[src/rtl/param_rom_stream_ctrl_pkg.sv]
// Shared types and helpers for the parameter-ROM stream controller.
//   state_e    : sequencer states
//   inflight_t : one stage of the read-in-flight tracker
//   fifo_depth : output FIFO depth needed for full throughput at a given ROM latency
package param_rom_stream_pkg;

    typedef enum logic [1:0] {
        IDLE  = 2'd0,
        RUN   = 2'd1,
        DRAIN = 2'd2,
        FLUSH = 2'd3
    } state_e;

    typedef struct packed {
        logic valid;
        logic last;
    } inflight_t;

    // One slot per read in flight, one for the word being presented and one
    // to absorb the pop that is not anticipated by the issue rule.
    function automatic int unsigned fifo_depth(input int unsigned read_latency);
        return read_latency + 32'd2;
    endfunction

endpackage

[src/rtl/param_rom_stream_ctrl_if.sv]
// Bundle of control, ROM and output-stream signals of the ROM stream controller.
//   master : the controller (drives ROM address/enable, stream, busy/done)
//   slave  : the environment (drives start/passes/abort, rom_q, ready)
interface param_rom_stream_ctrl_if #(
    parameter int unsigned PRECISION   = 16,
    parameter int unsigned PARALLELISM = 1,
    parameter int unsigned PASS_WIDTH  = 8,
    parameter int unsigned ADDR_WIDTH  = 6
);

    logic                               start;
    logic [PASS_WIDTH-1:0]              passes;
    logic                               abort;
    logic                               busy;
    logic                               done;

    logic [ADDR_WIDTH-1:0]              rom_addr;
    logic                               rom_ce;
    logic [PRECISION*PARALLELISM-1:0]   rom_q;

    logic [PRECISION-1:0]               data_out [PARALLELISM];
    logic                               data_out_last;
    logic                               data_out_valid;
    logic                               data_out_ready;

    modport master (
        input  start, passes, abort, rom_q, data_out_ready,
        output busy, done, rom_addr, rom_ce, data_out, data_out_last, data_out_valid
    );

    modport slave (
        output start, passes, abort, rom_q, data_out_ready,
        input  busy, done, rom_addr, rom_ce, data_out, data_out_last, data_out_valid
    );

endinterface

[src/rtl/param_rom_stream_ctrl_fifo.sv]
// Small synchronous FIFO holding returned ROM words until the consumer accepts them.
// Head word is read straight from storage (first-word-fall-through); storage is not reset.
//   clk, rst      : clock, synchronous active-high reset
//   clear_i       : drop all contents (takes priority over push/pop)
//   push_i        : write push_data_i (ignored when full)
//   pop_i         : advance head (ignored when empty)
//   head_data_o   : head word, zero when empty
//   head_valid_o  : FIFO not empty
//   count_o       : number of stored words
module param_stream_fifo #(
    parameter int unsigned WIDTH = 17,
    parameter int unsigned DEPTH = 4,
    parameter int unsigned CNT_W = $clog2(DEPTH + 1)
) (
    input  logic             clk,
    input  logic             rst,
    input  logic             clear_i,
    input  logic             push_i,
    input  logic [WIDTH-1:0] push_data_i,
    input  logic             pop_i,
    output logic [WIDTH-1:0] head_data_o,
    output logic             head_valid_o,
    output logic [CNT_W-1:0] count_o
);

    localparam int unsigned PTR_W = (DEPTH > 1) ? $clog2(DEPTH) : 1;

    logic [WIDTH-1:0] mem_q [DEPTH];
    logic [PTR_W-1:0] wr_ptr_q;
    logic [PTR_W-1:0] rd_ptr_q;
    logic [CNT_W-1:0] count_q;

    logic empty;
    logic full;
    logic do_push;
    logic do_pop;

    // Pointer advance with wrap for non-power-of-two depths.
    function automatic logic [PTR_W-1:0] ptr_inc(input logic [PTR_W-1:0] p);
        return (p == PTR_W'(DEPTH - 1)) ? '0 : p + PTR_W'(1);
    endfunction

    always_comb begin
        empty   = (count_q == '0);
        full    = (count_q == CNT_W'(DEPTH));
        do_push = push_i && !full && !clear_i;
        do_pop  = pop_i && !empty && !clear_i;
    end

    // Storage
    always_ff @(posedge clk) begin
        if (do_push) begin
            mem_q[wr_ptr_q] <= push_data_i;
        end
    end

    // Pointers and occupancy
    always_ff @(posedge clk) begin
        if (rst || clear_i) begin
            wr_ptr_q <= '0;
            rd_ptr_q <= '0;
            count_q  <= '0;
        end else begin
            if (do_push) begin
                wr_ptr_q <= ptr_inc(wr_ptr_q);
            end
            if (do_pop) begin
                rd_ptr_q <= ptr_inc(rd_ptr_q);
            end
            count_q <= count_q + CNT_W'(do_push) - CNT_W'(do_pop);
        end
    end

    assign head_valid_o = !empty;
    assign head_data_o  = empty ? '0 : mem_q[rd_ptr_q];
    assign count_o      = count_q;

endmodule

[src/rtl/param_rom_stream_ctrl.sv]
// Read sequencer for a parameter ROM with fixed read latency. Issues addresses
// 0..DEPTH-1 for a programmed number of passes (0 = endless), tracks reads in
// flight and lands returned words in a credit-managed FIFO feeding a
// valid/ready stream.
//   clk, rst : clock, synchronous active-high reset
//   bus      : master modport of param_rom_stream_ctrl_if
//              start/passes/abort in, busy/done out,
//              rom_addr/rom_ce out, rom_q in,
//              data_out[]/data_out_last/data_out_valid out, data_out_ready in
module param_rom_stream_ctrl
    import param_rom_stream_pkg::*;
#(
    parameter int unsigned PRECISION    = 16,
    parameter int unsigned PARALLELISM  = 1,
    parameter int unsigned DEPTH        = 32,
    parameter int unsigned READ_LATENCY = 2,
    parameter int unsigned PASS_WIDTH   = 8,
    parameter int unsigned ADDR_WIDTH   = $clog2(DEPTH) + 1
) (
    input  logic                    clk,
    input  logic                    rst,
    param_rom_stream_ctrl_if.master bus
);

    localparam int unsigned WORD_W     = PRECISION * PARALLELISM;
    localparam int unsigned FIFO_W     = WORD_W + 1;
    localparam int unsigned FIFO_DEPTH = fifo_depth(READ_LATENCY);
    localparam int unsigned CNT_W      = $clog2(FIFO_DEPTH + 1);
    localparam int unsigned SUM_W      = CNT_W + 1;

    state_e                 state_q;
    logic [ADDR_WIDTH-1:0]  addr_q;
    logic [PASS_WIDTH-1:0]  pass_q;
    logic [PASS_WIDTH-1:0]  passes_q;
    logic                   busy_q;
    logic                   done_q;
    logic                   rom_ce_q;
    inflight_t              pipe_q [READ_LATENCY];
    logic [CNT_W-1:0]       inflight_q;

    logic [CNT_W-1:0]       fifo_count;
    logic [FIFO_W-1:0]      fifo_head;
    logic                   fifo_head_valid;

    inflight_t              tail;
    logic                   addr_at_end;
    logic                   final_issue;
    logic [SUM_W-1:0]       occupancy;
    logic                   issue;
    logic                   push;
    logic                   pop;
    logic                   fifo_clear;
    logic                   fifo_empty_next;
    logic                   inflight_empty_next;

    // Issue credit, FIFO traffic and drain/flush completion terms
    always_comb begin
        tail        = pipe_q[READ_LATENCY-1];
        addr_at_end = (addr_q == ADDR_WIDTH'(DEPTH - 1));
        final_issue = addr_at_end && (passes_q != '0) &&
                      (pass_q == passes_q - PASS_WIDTH'(1));
        // Credits count buffered words plus reads still inside the ROM so
        // every returning word is guaranteed a FIFO slot.
        occupancy   = SUM_W'(fifo_count) + SUM_W'(inflight_q);
        issue       = (state_q == RUN) && !bus.abort &&
                      (occupancy < SUM_W'(FIFO_DEPTH));
        push        = tail.valid && (state_q != FLUSH);
        pop         = fifo_head_valid && bus.data_out_ready;
        fifo_clear  = bus.abort && ((state_q == RUN) || (state_q == DRAIN));
        // No issues happen in DRAIN/FLUSH, so only retirement matters here.
        fifo_empty_next     = ((SUM_W'(fifo_count) + SUM_W'(push)) == SUM_W'(pop));
        inflight_empty_next = (inflight_q == CNT_W'(tail.valid));
    end

    // Sequencer, address/pass counters and in-flight tracker
    always_ff @(posedge clk) begin
        if (rst) begin
            state_q    <= IDLE;
            addr_q     <= '0;
            pass_q     <= '0;
            passes_q   <= '0;
            busy_q     <= 1'b0;
            done_q     <= 1'b0;
            rom_ce_q   <= 1'b0;
            inflight_q <= '0;
            for (int i = 0; i < int'(READ_LATENCY); i++) begin
                pipe_q[i] <= '0;
            end
        end else begin
            done_q     <= 1'b0;
            inflight_q <= inflight_q + CNT_W'(issue) - CNT_W'(tail.valid);

            pipe_q[0].valid <= issue;
            pipe_q[0].last  <= addr_at_end;
            for (int i = 1; i < int'(READ_LATENCY); i++) begin
                pipe_q[i] <= pipe_q[i-1];
            end

            if (issue) begin
                if (addr_at_end) begin
                    addr_q <= '0;
                    pass_q <= pass_q + PASS_WIDTH'(1);
                end else begin
                    addr_q <= addr_q + ADDR_WIDTH'(1);
                end
            end

            case (state_q)
                IDLE: begin
                    if (bus.start && !bus.abort) begin
                        state_q  <= RUN;
                        passes_q <= bus.passes;
                        addr_q   <= '0;
                        pass_q   <= '0;
                        busy_q   <= 1'b1;
                        rom_ce_q <= 1'b1;
                    end
                end
                RUN: begin
                    if (bus.abort) begin
                        state_q <= FLUSH;
                    end else if (issue && final_issue) begin
                        state_q <= DRAIN;
                    end
                end
                DRAIN: begin
                    // done is raised once everything has left; the state is
                    // held for that pulse cycle so busy covers it.
                    if (bus.abort) begin
                        state_q <= FLUSH;
                    end else if (done_q) begin
                        state_q  <= IDLE;
                        busy_q   <= 1'b0;
                        rom_ce_q <= 1'b0;
                    end else if (fifo_empty_next && inflight_empty_next) begin
                        done_q <= 1'b1;
                    end
                end
                FLUSH: begin
                    if (inflight_empty_next) begin
                        state_q  <= IDLE;
                        busy_q   <= 1'b0;
                        rom_ce_q <= 1'b0;
                    end
                end
                default: begin
                    state_q  <= IDLE;
                    busy_q   <= 1'b0;
                    rom_ce_q <= 1'b0;
                end
            endcase
        end
    end

    param_stream_fifo #(
        .WIDTH (FIFO_W),
        .DEPTH (FIFO_DEPTH),
        .CNT_W (CNT_W)
    ) u_fifo (
        .clk          (clk),
        .rst          (rst),
        .clear_i      (fifo_clear),
        .push_i       (push),
        .push_data_i  ({tail.last, bus.rom_q}),
        .pop_i        (pop),
        .head_data_o  (fifo_head),
        .head_valid_o (fifo_head_valid),
        .count_o      (fifo_count)
    );

    assign bus.busy           = busy_q;
    assign bus.done           = done_q;
    assign bus.rom_addr       = addr_q;
    assign bus.rom_ce         = rom_ce_q;
    assign bus.data_out_valid = fifo_head_valid;
    assign bus.data_out_last  = fifo_head[FIFO_W-1];

    // Element j of the stream word
    for (genvar j = 0; j < int'(PARALLELISM); j++) begin : g_unpack
        assign bus.data_out[j] = fifo_head[PRECISION*j +: PRECISION];
    end

endmodule
[src/flat_wrapper.sv]
// flat-port wrapper written by rule: the top's interface ports become plain ports
module param_rom_stream_ctrl_flat import param_rom_stream_pkg::*;
#(
    parameter int unsigned PRECISION    = 16,
    parameter int unsigned PARALLELISM  = 1,
    parameter int unsigned DEPTH        = 32,
    parameter int unsigned READ_LATENCY = 2,
    parameter int unsigned PASS_WIDTH   = 8,
    parameter int unsigned ADDR_WIDTH   = $clog2(DEPTH) + 1
)
  (clk, rst, bus_start, bus_passes, bus_abort, bus_rom_q, bus_data_out_ready, bus_busy, bus_done, bus_rom_addr, bus_rom_ce, bus_data_out, bus_data_out_last, bus_data_out_valid);
  param_rom_stream_ctrl_if #(.PRECISION(PRECISION), .PARALLELISM(PARALLELISM), .PASS_WIDTH(PASS_WIDTH), .ADDR_WIDTH(ADDR_WIDTH)) bus_i ();
  input  logic clk;
  input  logic rst;
  input wire logic [$bits(bus_i.start)-1:0] bus_start;
  input wire logic [$bits(bus_i.passes)-1:0] bus_passes;
  input wire logic [$bits(bus_i.abort)-1:0] bus_abort;
  input wire logic [$bits(bus_i.rom_q)-1:0] bus_rom_q;
  input wire logic [$bits(bus_i.data_out_ready)-1:0] bus_data_out_ready;
  output wire logic [$bits(bus_i.busy)-1:0] bus_busy;
  output wire logic [$bits(bus_i.done)-1:0] bus_done;
  output wire logic [$bits(bus_i.rom_addr)-1:0] bus_rom_addr;
  output wire logic [$bits(bus_i.rom_ce)-1:0] bus_rom_ce;
  output wire logic [$bits(bus_i.data_out)-1:0] bus_data_out;
  output wire logic [$bits(bus_i.data_out_last)-1:0] bus_data_out_last;
  output wire logic [$bits(bus_i.data_out_valid)-1:0] bus_data_out_valid;
  assign bus_i.start = bus_start;
  assign bus_i.passes = bus_passes;
  assign bus_i.abort = bus_abort;
  assign bus_i.rom_q = bus_rom_q;
  assign bus_i.data_out_ready = bus_data_out_ready;
  assign bus_busy = bus_i.busy;
  assign bus_done = bus_i.done;
  assign bus_rom_addr = bus_i.rom_addr;
  assign bus_rom_ce = bus_i.rom_ce;
  assign bus_data_out = {>>{bus_i.data_out}};
  assign bus_data_out_last = bus_i.data_out_last;
  assign bus_data_out_valid = bus_i.data_out_valid;
  param_rom_stream_ctrl #(.PRECISION(PRECISION), .PARALLELISM(PARALLELISM), .DEPTH(DEPTH), .READ_LATENCY(READ_LATENCY), .PASS_WIDTH(PASS_WIDTH), .ADDR_WIDTH(ADDR_WIDTH)) u_core (.clk(clk), .rst(rst), .bus(bus_i));
endmodule
[config.mk]
export PLATFORM = sky130hd
export DESIGN_NAME = param_rom_stream_ctrl_flat
export DESIGN_NICKNAME = d
export VERILOG_FILES = /design/src/rtl/param_rom_stream_ctrl_pkg.sv /design/src/rtl/param_rom_stream_ctrl_if.sv /design/src/rtl/param_rom_stream_ctrl_fifo.sv /design/src/rtl/param_rom_stream_ctrl.sv /design/src/flat_wrapper.sv
export SDC_FILE = /design/constraint.sdc
export NUM_CORES = 1
export LEC_CHECK = 0
export CAP_MARGIN = 25
export CORE_MARGIN = 1
export CORE_UTILIZATION = 30
export DETAILED_ROUTE_END_ITERATION = 16
export PLACE_DENSITY_LB_ADDON = 0.1
export SKIP_LAST_GASP = 1
export SLEW_MARGIN = 40
export SYNTH_ARGS = -nofsm -noshare
export SYNTH_HDL_FRONTEND = slang
export SYNTH_SLANG_ARGS = --single-unit
[constraint.sdc]
create_clock -name clk -period 3 [get_ports clk]
set_input_delay 0.3 -clock clk [delete_from_list [all_inputs] [get_ports clk]]
set_output_delay 0.3 -clock clk [all_outputs]
set_load 0.01 [all_outputs]
==> flow_summary.ini <==
[clock_network]
cts_max_level = 3
path_clk_slew_ns = 0.07
cts_resized = 0
clock-sinks = 110
cts_hold_buf = 0
clockBufferDepth = 2
cts_tree = yes
clockRootBuffer = clkbuf_16
cts_buffers = 9
clock_latency_ns = 0.35
post-cts-setup-buffers = 0

[floorplanning]
ioPinCount = 56
die_w_um = 131
num_rows = 46
chipHeight_um = 131
initial_core_util_pct = 31.0
die_area_um2 = 17100
core-area_um2 = 16000

[sta]
skew_ns = 0.00554
slew_violations = 0
fin_setup_tns_ns = 0
whs_ns = 0.442
relSlewSlack_pct = 65.6
worstMarginPinSlew_ns = 0.503
finalHoldViolations = 0
rsz0062_at_grt = false
max_freq_mhz = 381
setup_violations = 0
min_period_over_period_pct = 87.5
finalCriticalPeriod_ns = 2.63

[critical_path]
required_ns = 3.24
crit_path_max_fanout = 4
reg2regPathDepth = 12
startpoint_type = flip-flop
cp-end-kind = flip-flop
critPathKind = reg2reg
cp.arrival_ns = 2.87

[worst_hold_path]
hold_path.class = reg2reg
holdPathStages = 1

[pwr]
p_clk_share_pct = 27.2
p_total_uw = 4370
p_sw_uw = 1280
share_comb_of_total_power_pct = 32.1
internal_power_uw = 3080
powerDensity_nw_per_um2 = 717
p_leak_uw = 0.00218
ir_worst_vdd_mv = 0.312
power_frac_seq_pct = 40.7
swShare_pct = 29.4

[layout]
area_growth_pct = 22.8
post-route-util_pct = 38.1
final_cell_mix = 68 x edfxtp_1, 55 x clkdlybuf4s50_1, 42 x dfxtp_1, 28 x nor2_1, 24 x ha_1
layout-drive-gt1-share_pct = 12.2
insertedDiodeCount = 0
nNetsFinal = 493
final_common_cell = edfxtp_1
final_area_um2 = 6090
fillers = 1587

[global_route]
grt_pass1_vias = 2897
grt_pass1_wl_mm = 15.2
gr-usage-all-layers_pct = 12.3
antenna_found_initial = 0
grt_max_degree = 24
grt-ovfl-total = 0

[routing]
wirelength_mm = 9.77
drc_errors = 0
num_vias = 3000
drt_iter0_drc = 79
first_pass_iters = 4
wl_per_cell_um = 14.8
vias_per_cell = 4.55
antenna_left = 0

[yosys]
postSynthCellCount = 374
ys.flop_type = edfxtp_1
seq_area_frac_synth_pct = 58.1
ys_seq_elements = 110
synth_cell_type_count = 52
syn-cell-area_um2 = 4960
async_flop_share_pct = 0
syn_area_per_cell_um2 = 13.3
yosysWarnings = 0
synth-edff-count = 68
syn_nets = 429

[outcome]
status = completed

[flow_run]
max_cap_viol_count = 0

[place]
port_buffers = 55
place_congestion = 0.694
dp_hpwl_mm = 6.59
dpl-instance-area_um2 = 5800
[cells by family (layout without fill, tap and decap cells)]
| family | after synthesis | count (layout) | share of synthesized area, % |
|---|---|---|---|
| and+or+nand+nor | 128 | 128 | 14.7 |
| adders and majority gates | 26 | 26 | 6.86 |
| AOI/OAI and AO/OA | 31 | 31 | 3.96 |
| muxes | 23 | 23 | 9.02 |
| buffers and inverters | 30 | 99 | 2.77 |
| DFF | 110 | 110 | 58.1 |
| xor gates and xnor gates | 26 | 26 | 4.59 |
[power by group through the flow]
stage / clock network (uW) / registers, uW / logic, uW
final: 1190 / 1780 / 1400
after global routing: 1290 / 1790 / 1540
after CTS: 1240 / 1780 / 1440
after detailed placement: 0 / 1810 / 1430
after global placement: 0 / 1810 / 1420
after floorplan: 0 / 1790 / 878
[Yosys cell counts (2+ instances only)]
cell type | count | share of area, %
mux4_2 | 17 | 7.7
fa_1 | 2 | 0.81
nand2b_1 | 3 | 0.38
ha_1 | 24 | 6.0
dfxtp_1 | 42 | 17
and3_1 | 3 | 0.38
and2_1 | 21 | 2.6
mux2i_1 | 5 | 1.0
xor2_1 | 14 | 2.5
buf_4 | 2 | 0.30
nand3_1 | 14 | 1.4
nand4_1 | 5 | 0.63
nor3_1 | 8 | 0.81
and3b_1 | 2 | 0.35
nor3b_1 | 3 | 0.45
xnor2_1 | 12 | 2.1
edfxtp_1 | 68 | 41
buf_2 | 2 | 0.20
o21ai_0 | 2 | 0.20
inv_1 | 15 | 1.1
a21oi_1 | 16 | 1.6
clkbuf_1 | 8 | 0.61
buf_6 | 2 | 0.45
nor2_1 | 28 | 2.1
a21boi_0 | 3 | 0.45
nand2_1 | 21 | 1.6
nor2b_1 | 6 | 0.76
or3_1 | 2 | 0.25
[worst max-delay path: stages, from the launching register on]
cell	delay, ns
dfxtp_1	0.34
ha_1	0.23
nor2b_1	0.17
a21boi_0	0.27
a21boi_0	0.32
inv_1	0.08
ha_1	0.29
inv_1	0.06
ha_1	0.13
inv_1	0.05
fa_1	0.37
xnor2_1	0.16
nor2_1	0.05
[final cells by class]
class / instances / area (um2) / area share (%)
inverter: 15 / 56.3 / 0.924
multi-input combinational: 234 / 1940 / 31.9
clock buffer: 11 / 233 / 3.82
clock inverter: 5 / 60.1 / 0.986
sequential: 110 / 2880 / 47.3
tap: 216 / 270 / 4.44
timing repair buffer: 68 / 648 / 10.6
[metrics by stage]
step	cells	worst slack (ns)
after floorplan	374	0.386
after global placement	643	0.481
after detailed placement	643	0.426
after CTS	659	0.402
after global routing	659	0.224
final	659	0.374
[routing by layer]
layer  up-vias  GRT usage [%]  share of wire, %  routed length, um
met5         -              0                 0                  0
met4         0           5.27               1.6                154
met3        12           3.34               5.0                485
met2        54           20.0                46               4530
met1      1457           15.3                47               4600
li1       1477              -                 -                  -
[final timing paths]
check                           slack (ns)                            from                                   to
worst min-delay path                  0.44  u_core.pipe_q[0][0]$_SDFF_PP0_       u_core.pipe_q[0][2]$_SDFF_PP0_
worst max register to register        0.37  u_core.state_q[0]$_SDFFE_PP0P_  u_core.u_fifo.count_o[2]$_SDFF_PP0_
worst max-delay path                  0.37  u_core.state_q[0]$_SDFFE_PP0P_  u_core.u_fifo.count_o[2]$_SDFF_PP0_
worst min register to register        0.44  u_core.pipe_q[0][0]$_SDFF_PP0_       u_core.pipe_q[0][2]$_SDFF_PP0_
[sequential cells by signal, summed over array words and instances (netlist names), named ones only]
signal and cells:
u_core.bus.busy 1, u_core.bus.done 1, u_core.bus.rom_addr 6, u_core.inflight_q 3
u_core.pass_q 8, u_core.passes_q 8, u_core.pipe_q 4, u_core.state_q 2
u_core.u_fifo.count_o 3, u_core.u_fifo.mem_q 68, u_core.u_fifo.rd_ptr_q 2, u_core.u_fifo.wr_ptr_q 2
Power figures use the tool's default switching activity.
